===== src/rtl/acq_pkg.sv =====
// Shared acquisition types: B1I code constants, sweep FSM states,
// and the correlation result beat.
package acq_pkg;

    localparam int B1I_CODE_LENGTH      = 2046;
    localparam int B1I_SAMPLES_PER_CODE = 16368;

    typedef enum logic [2:0] {
        ST_IDLE,
        ST_CONFIG,
        ST_START,
        ST_WAIT_READY,
        ST_COLLECT,
        ST_NEXT,
        ST_DONE
    } sweep_state_e;

    typedef struct packed {
        logic [31:0] power;
    } res_beat_t;

endpackage


===== src/rtl/doppler_sweep_scheduler_if.sv =====
// Scheduler <-> code-phase search datapath link: per-bin programming,
// start/ready handshake and the correlation power stream.
interface doppler_sweep_scheduler_if
    import acq_pkg::*;
#(
    parameter int FCW_W = 32
);

    logic             search_start;
    logic [7:0]       doppler_bin;
    logic [FCW_W-1:0] carrier_fcw;
    logic             search_ready;
    logic             res_valid;
    res_beat_t        res_data;

    modport master (
        output search_start,
        output doppler_bin,
        output carrier_fcw,
        input  search_ready,
        input  res_valid,
        input  res_data
    );

    modport slave (
        input  search_start,
        input  doppler_bin,
        input  carrier_fcw,
        output search_ready,
        output res_valid,
        output res_data
    );

endinterface


===== src/rtl/doppler_sweep_scheduler_peak_tracker.sv =====
// Global correlation peak tracker; strict compare so ties keep the
// earliest (bin, phase) seen since the last clear.
module peak_tracker
    import acq_pkg::*;
(
    input  logic        clk,
    input  logic        rst,
    input  logic        clr,
    input  logic        upd,
    input  logic [7:0]  bin,
    input  logic [10:0] phase,
    input  res_beat_t   beat,
    output logic [7:0]  best_bin,
    output logic [10:0] best_phase,
    output logic [31:0] best_power
);

    always_ff @(posedge clk) begin
        if (rst || clr) begin
            best_bin   <= '0;
            best_phase <= '0;
            best_power <= '0;
        end else if (upd && (beat.power > best_power)) begin
            best_bin   <= bin;
            best_phase <= phase;
            best_power <= beat.power;
        end
    end

endmodule


===== src/rtl/doppler_sweep_scheduler.sv =====
// Doppler bin sweep sequencer for the parallel code-phase search engine:
// programs each bin, collects its power stream and reports the peak.
module doppler_sweep_scheduler
    import acq_pkg::*;
#(
    parameter int NUM_BINS       = 41,
    parameter int CODE_LEN       = B1I_CODE_LENGTH,
    parameter int FCW_W          = 32,
    parameter int TIMEOUT_CYCLES = 1048576
) (
    input  logic                    clk,
    input  logic                    rst,
    input  logic                    start,
    input  logic                    abort,
    input  logic                    early_stop_en,
    input  logic [31:0]             threshold,
    input  logic signed [FCW_W-1:0] fcw_center,
    input  logic signed [FCW_W-1:0] fcw_step,
    doppler_sweep_scheduler_if.master dp,
    output logic                    busy,
    output logic                    done,
    output logic                    acquired,
    output logic [7:0]              best_bin,
    output logic [10:0]             best_phase,
    output logic [31:0]             best_power,
    output logic                    timeout_err
);

    localparam int CENTER = (NUM_BINS - 1) / 2;
    localparam int TO_W   = (TIMEOUT_CYCLES > 2) ? $clog2(TIMEOUT_CYCLES) : 1;

    localparam logic [TO_W-1:0]         TO_LAST  = TO_W'(TIMEOUT_CYCLES - 1);
    localparam logic [10:0]             PH_LAST  = 11'(CODE_LEN - 1);
    localparam logic [7:0]              BIN_LAST = 8'(NUM_BINS - 1);
    localparam logic signed [FCW_W-1:0] CENTER_W = FCW_W'(CENTER);

    sweep_state_e state_q, state_d;

    logic [7:0]       bin_q;
    logic [10:0]      phase_q;
    logic [TO_W-1:0]  to_q;
    logic [FCW_W-1:0] fcw_q;
    logic             acq_q;
    logic             to_err_q;

    logic clr_sweep;
    logic load_fcw;
    logic clr_cnt;
    logic to_inc;
    logic to_hit;
    logic ph_inc;
    logic upd;
    logic bin_inc;
    logic acq_set;
    logic acq_clr;
    logic meets_thr;

    logic signed [FCW_W-1:0] rel;
    logic signed [FCW_W-1:0] prod;
    logic [FCW_W-1:0]        fcw_d;

    assign meets_thr = (best_power >= threshold);

    // Only the low FCW_W bits of the product matter, so a same-width
    // multiply gives the required truncated signed result.
    always_comb begin
        rel   = $signed(FCW_W'(bin_q)) - CENTER_W;
        prod  = rel * fcw_step;
        fcw_d = fcw_center + prod;
    end

    always_comb begin
        state_d   = state_q;
        clr_sweep = 1'b0;
        load_fcw  = 1'b0;
        clr_cnt   = 1'b0;
        to_inc    = 1'b0;
        to_hit    = 1'b0;
        ph_inc    = 1'b0;
        upd       = 1'b0;
        bin_inc   = 1'b0;
        unique case (state_q)
            ST_IDLE: begin
                if (start) begin
                    clr_sweep = 1'b1;
                    state_d   = ST_CONFIG;
                end
            end
            ST_CONFIG: begin
                load_fcw = 1'b1;
                state_d  = ST_START;
            end
            ST_START: begin
                clr_cnt = 1'b1;
                state_d = ST_WAIT_READY;
            end
            ST_WAIT_READY: begin
                if (dp.search_ready) begin
                    state_d = ST_COLLECT;
                end else if (to_q == TO_LAST) begin
                    to_hit  = 1'b1;
                    state_d = ST_DONE;
                end else begin
                    to_inc = 1'b1;
                end
            end
            ST_COLLECT: begin
                if (dp.res_valid) begin
                    upd    = 1'b1;
                    ph_inc = 1'b1;
                    if (phase_q == PH_LAST) begin
                        state_d = ST_NEXT;
                    end
                end
            end
            ST_NEXT: begin
                if ((early_stop_en && meets_thr) || (bin_q == BIN_LAST)) begin
                    state_d = ST_DONE;
                end else begin
                    bin_inc = 1'b1;
                    state_d = ST_CONFIG;
                end
            end
            ST_DONE: begin
                state_d = ST_IDLE;
            end
            default: begin
                state_d = ST_IDLE;
            end
        endcase
        // Abort overrides every transition and suppresses all side effects.
        if (abort && (state_q != ST_IDLE)) begin
            state_d   = ST_IDLE;
            clr_sweep = 1'b0;
            load_fcw  = 1'b0;
            clr_cnt   = 1'b0;
            to_inc    = 1'b0;
            to_hit    = 1'b0;
            ph_inc    = 1'b0;
            upd       = 1'b0;
            bin_inc   = 1'b0;
        end
    end

    // Latch the verdict on entry to DONE so it is valid with the done pulse.
    assign acq_set = (state_q == ST_NEXT) && (state_d == ST_DONE);
    assign acq_clr = clr_sweep || (abort && busy);

    always_ff @(posedge clk) begin
        if (rst) begin
            state_q  <= ST_IDLE;
            bin_q    <= '0;
            phase_q  <= '0;
            to_q     <= '0;
            fcw_q    <= '0;
            acq_q    <= 1'b0;
            to_err_q <= 1'b0;
        end else begin
            state_q <= state_d;
            if (clr_sweep) begin
                bin_q    <= '0;
                to_err_q <= 1'b0;
            end else begin
                if (bin_inc) bin_q <= bin_q + 8'd1;
                if (to_hit) to_err_q <= 1'b1;
            end
            if (load_fcw) fcw_q <= fcw_d;
            if (clr_cnt) begin
                phase_q <= '0;
                to_q    <= '0;
            end else begin
                if (ph_inc) phase_q <= phase_q + 11'd1;
                if (to_inc) to_q <= to_q + 1'b1;
            end
            if (acq_clr) begin
                acq_q <= 1'b0;
            end else if (acq_set) begin
                acq_q <= meets_thr && !to_err_q;
            end
        end
    end

    peak_tracker u_peak (
        .clk        (clk),
        .rst        (rst),
        .clr        (clr_sweep),
        .upd        (upd),
        .bin        (bin_q),
        .phase      (phase_q),
        .beat       (dp.res_data),
        .best_bin   (best_bin),
        .best_phase (best_phase),
        .best_power (best_power)
    );

    assign busy            = (state_q != ST_IDLE);
    assign done            = (state_q == ST_DONE) && !abort;
    assign dp.search_start = (state_q == ST_START) && !abort;
    assign dp.doppler_bin  = bin_q;
    assign dp.carrier_fcw  = fcw_q;
    assign acquired        = acq_q;
    assign timeout_err     = to_err_q;

endmodule


===== src/flat_wrapper.sv =====
// flat-port wrapper written by rule: the top's interface ports become plain ports
module doppler_sweep_scheduler_flat import acq_pkg::*;
#(
    parameter int NUM_BINS       = 41,
    parameter int CODE_LEN       = B1I_CODE_LENGTH,
    parameter int FCW_W          = 32,
    parameter int TIMEOUT_CYCLES = 1048576
)
  (clk, rst, start, abort, early_stop_en, threshold, fcw_center, fcw_step, busy, done, acquired, best_bin, best_phase, best_power, timeout_err, dp_search_start, dp_doppler_bin, dp_carrier_fcw, dp_search_ready, dp_res_valid, dp_res_data);
  doppler_sweep_scheduler_if #(.FCW_W(FCW_W)) dp_i ();
  input  logic clk;
  input  logic rst;
  input  logic start;
  input  logic abort;
  input  logic early_stop_en;
  input  logic [31:0] threshold;
  input  logic signed [FCW_W-1:0] fcw_center;
  input  logic signed [FCW_W-1:0] fcw_step;
  output logic busy;
  output logic done;
  output logic acquired;
  output logic [7:0] best_bin;
  output logic [10:0] best_phase;
  output logic [31:0] best_power;
  output logic timeout_err;
  output wire logic [$bits(dp_i.search_start)-1:0] dp_search_start;
  output wire logic [$bits(dp_i.doppler_bin)-1:0] dp_doppler_bin;
  output wire logic [$bits(dp_i.carrier_fcw)-1:0] dp_carrier_fcw;
  input wire logic [$bits(dp_i.search_ready)-1:0] dp_search_ready;
  input wire logic [$bits(dp_i.res_valid)-1:0] dp_res_valid;
  input wire logic [$bits(dp_i.res_data)-1:0] dp_res_data;
  assign dp_search_start = dp_i.search_start;
  assign dp_doppler_bin = dp_i.doppler_bin;
  assign dp_carrier_fcw = dp_i.carrier_fcw;
  assign dp_i.search_ready = dp_search_ready;
  assign dp_i.res_valid = dp_res_valid;
  assign dp_i.res_data = dp_res_data;
  doppler_sweep_scheduler #(.NUM_BINS(NUM_BINS), .CODE_LEN(CODE_LEN), .FCW_W(FCW_W), .TIMEOUT_CYCLES(TIMEOUT_CYCLES)) u_core (.clk(clk), .rst(rst), .start(start), .abort(abort), .early_stop_en(early_stop_en), .threshold(threshold), .fcw_center(fcw_center), .fcw_step(fcw_step), .dp(dp_i), .busy(busy), .done(done), .acquired(acquired), .best_bin(best_bin), .best_phase(best_phase), .best_power(best_power), .timeout_err(timeout_err));
endmodule

===== config.mk =====
export PLATFORM = sky130hd
export DESIGN_NAME = doppler_sweep_scheduler_flat
export DESIGN_NICKNAME = d
export VERILOG_FILES = /design/src/rtl/acq_pkg.sv /design/src/rtl/doppler_sweep_scheduler_if.sv /design/src/rtl/doppler_sweep_scheduler_peak_tracker.sv /design/src/rtl/doppler_sweep_scheduler.sv /design/src/flat_wrapper.sv
export SDC_FILE = /design/constraint.sdc
export NUM_CORES = 1
export LEC_CHECK = 0
export ABC_AREA = 1
export BUFFER_PORTS_ARGS = -buffer_cell sky130_fd_sc_hd__clkbuf_2
export CAP_MARGIN = 20
export CORE_MARGIN = 2
export CORE_UTILIZATION = 30
export CTS_BUF_LIST = sky130_fd_sc_hd__clkbuf_4 sky130_fd_sc_hd__clkbuf_8
export CTS_CLUSTER_DIAMETER = 150
export DETAILED_ROUTE_END_ITERATION = 8
export HOLD_SLACK_MARGIN = 0.06
export MAX_ROUTING_LAYER = met4
export PLACE_DENSITY = 0.49
export SLEW_MARGIN = 20
export SYNTH_ARGS = -nofsm -noshare
export SYNTH_HDL_FRONTEND = slang
export SYNTH_HIERARCHICAL = 1
export SYNTH_SLANG_ARGS = --single-unit

===== constraint.sdc =====
create_clock -name clk -period 9.8 [get_ports clk]
set_clock_uncertainty 0.1 [all_clocks]
set_input_delay 1.96 -clock clk [delete_from_list [all_inputs] [get_ports clk]]
set_output_delay 1.96 -clock clk [all_outputs]
set_load 0.02 [all_outputs]

==> metrics.txt <==
final hold violations 0; die width 240 um; Core Util, Final 34.4%; Synth Flop Type dfxtp_1; Crit Path Class flip-flop to flip-flop; clk sinks 127; Req. time, crit path 10,070 ps; slew margin rel. 34.1%; Critical path buffers and inverters 6; Largest delay share family, worst path adder cells; vias after detailed routing 14.5k; core box area 55,000 sq um; root buf cell clkbuf_8; Peak Freq 145 MHz; Reg clk slew, reported paths 70 ps; FF+latch count, synth 127; Post-synth EDFFs 0; Initial Util 30.3%; PD cells 205 nW/um^2; CP max stage delay 640 ps; Syn Inst Count 2,297; worst vdd ir 0.126 mV; DRC Markers 0; cell area after synthesis 16,600 sq um; Die Y-Extent 240 um; critical path launch point type flip-flop; 1st-pass router iterations 7; TritonCTS buffer count 17; Worst Hold Margin 374 ps; Syn-to-layout area delta 13.5%; RSZ-0062 raised after global routing no; Boundary Pins 231; crit path max fanout 20; row cnt 86; gpl congestion 0.906; area of the multi-input gates 11,700 sq um; grt total ovfl 0; drt initial violations 832; # fillers 5,907; hold-fix buffers at CTS 0; Resize count post-CTS 0; # H-tree levels 4; synth warn 6; fin. max-slew vios 0; FFs w/ async S/R, synth 0%; storage element area 2540 sq um; Vias per Instance 4.48; # setup viols final 0; largest net degree at the start of global routing 81; WP data arrival 7180 ps; routed len/inst 14.7 um; period utilization 70.5%; fraction of layout instances using a drive strength above 1 14.0%; Post-DRT Antenna Nets 0; initial antenna violation count 1; post-synthesis sequential area ratio 15.3%; vias in the first global route 14.6k; Yosys top cell area share 24.9%; worst-skew pair later-pin latency 480 ps; die area 57,400 sq um; Synth Net Count 2,786; cell mode on critical path inv_1; I/O Buffers 230; Area after DPL 18,400 sq um; status finished clean; CP max-delay cell inv_1; Final Cell Area 18,900 sq um; CTS Buffer Depth 2; Setup TNS 0 ps; LEAKAGE 9.66 nW; top cells by area, synth fa_1, dfxtp_1, inv_1, ha_1, nand2_1; Hold Path Class flip-flop to flip-flop; final HPWL from detailed placement 40,400 um; worst slew pin tran 989 ps; area leader, netlist fa_1; syn_area_per_cell 7.25 sq um; Period minus WS final 6910 ps; synth unique cells 51; first-pass GRT wire length 77,100 um; Total Nets Final 2,974; max cap viols 0; CTS tree done; gr usage total 17.6%; Post-CTS Setup Bufs 0; final wirelength 47,800 um; CP endpoint kind flip-flop
## cell families (layout without fill, tap and decap cells)
| group | Yosys count | in the layout | share of synthesized area (%) |
|---|---|---|---|
| simple gates | 919 | 919 | 24.2 |
| compound gates | 249 | 249 | 8.07 |
| other cells | 0 | 1 | 0 |
| flops | 127 | 127 | 15.3 |
| xor+xnor | 39 | 39 | 2.05 |
| fa+ha+maj | 354 | 354 | 35.9 |
| buf+inv | 609 | 809 | 14.5 |
## report_power, final
part	internal, mW	total, mW	switching [mW]
Sequential	0.536	0.550	0.0134
Combinational	1.03	2.81	1.77
Clock	0.291	0.522	0.231
## area by class of cell
| cell class | instances | share of cell area (%) |
|---|---|---|
| sequential | 127 | 13.5 |
| clock buffer | 19 | 1.38 |
| multi-input combinational | 1561 | 62.1 |
| timing repair buffer | 239 | 6.45 |
| tap | 748 | 4.95 |
| antenna | 1 | 0.0132 |
| inverter | 539 | 10.7 |
| clock inverter | 12 | 0.960 |
## final timing paths
kind | cells past startpoint | slack (ps) | from | end
setup / recovery | 27 | 2890 | u_core/dp.doppler_bin[2] | u_core/dp.carrier_fcw[26]
hold / removal | 2 | 370 | u_core/to_q[19] | u_core/to_q[19]
setup reg to reg | 27 | 2890 | u_core/dp.doppler_bin[2] | u_core/dp.carrier_fcw[26]
hold reg to reg | 2 | 370 | u_core/to_q[19] | u_core/to_q[19]
## worst register-to-register path, stage by stage (launching register included)
cell and delay, ps:
dfxtp_1 570, inv_1 110, ha_1 220, inv_1 50, nand2_1 80, nand2_2 120
nor2_4 80, inv_1 650, nor2_1 200, fa_1 550, fa_1 510, fa_1 540
inv_1 50, fa_1 500, fa_1 540, inv_1 40, ha_1 380, a21oi_1 250
o21ai_0 150, a21oi_1 270, nand3_1 210, a21o_1 230, nand2_1 90, nand2_1 60
nand2_1 50, nand3_1 90, nand2_1 90, inv_1 30
## metrics by stage
step,power (mW),setup slack (ps),cells
after detailed placement,3.39,2640,3214
final,3.88,2890,3246
after global placement,3.40,2590,3214
after global routing,4.37,2390,3246
after floorplan,2.64,3240,2297
after CTS,3.94,2830,3245
## synthesized netlist by cell type, types with 4 or more instances
library cell	number
inv_1	517
nand2_1	437
nor2_1	290
fa_1	207
a21oi_1	149
ha_1	147
dfxtp_1	127
nand3_1	67
o21ai_0	57
clkbuf_1	39
nand4_1	32
nand3_2	30
xor2_1	25
nor3_1	23
inv_2	16
xnor2_1	14
buf_2	12
buf_6	10
a21o_1	7
nor2_2	7
nor4_1	7
clkinv_1	6
nand2_2	6
o21a_1	6
o21ai_1	6
o21bai_1	6
a31oi_1	5
buf_4	5
nor3_2	4
## cell usage in the layout (no fill, tap or decap), types with 5 or more instances in the layout
cell	synthesis	layout
a21o_1	7	7
a21oi_1	149	149
a31oi_1	5	5
buf_4	5	9
clkbuf_2	0	230
clkbuf_8	0	19
clkinv_1	6	6
dfxtp_1	127	127
fa_1	207	207
ha_1	147	147
inv_1	517	517
inv_2	16	15
nand2_1	437	436
nand2_2	6	6
nand3_1	67	67
nand3_2	30	30
nand4_1	32	32
nor2_1	290	288
nor2_2	7	7
nor2_4	3	5
nor3_1	23	23
nor4_1	7	7
o21a_1	6	6
o21ai_0	57	57
o21ai_1	6	6
o21bai_1	6	6
xnor2_1	14	14
xor2_1	25	25
## routing by layer
metal  vias up  wire length (um)  global-route usage, %
met3        38              2620                   2.48
met4         0               884                   4.45
li1       7344                 -                      -
met5         -                 0                      -
met2       388             21700                   28.6
met1      6775             22500                   22.9
## state kept, by name, indices dropped and copies added (netlist names), 3 cells and up
name,count
u_core/state_q,3
u_core/u_peak/best_bin,8
u_core/u_peak/best_power,32
u_core/to_q,20
u_core/u_peak/best_phase,11
u_core/dp.doppler_bin,8
u_core/dp.carrier_fcw,32
u_core/phase_q,11
Power figures use the tool's default switching activity.
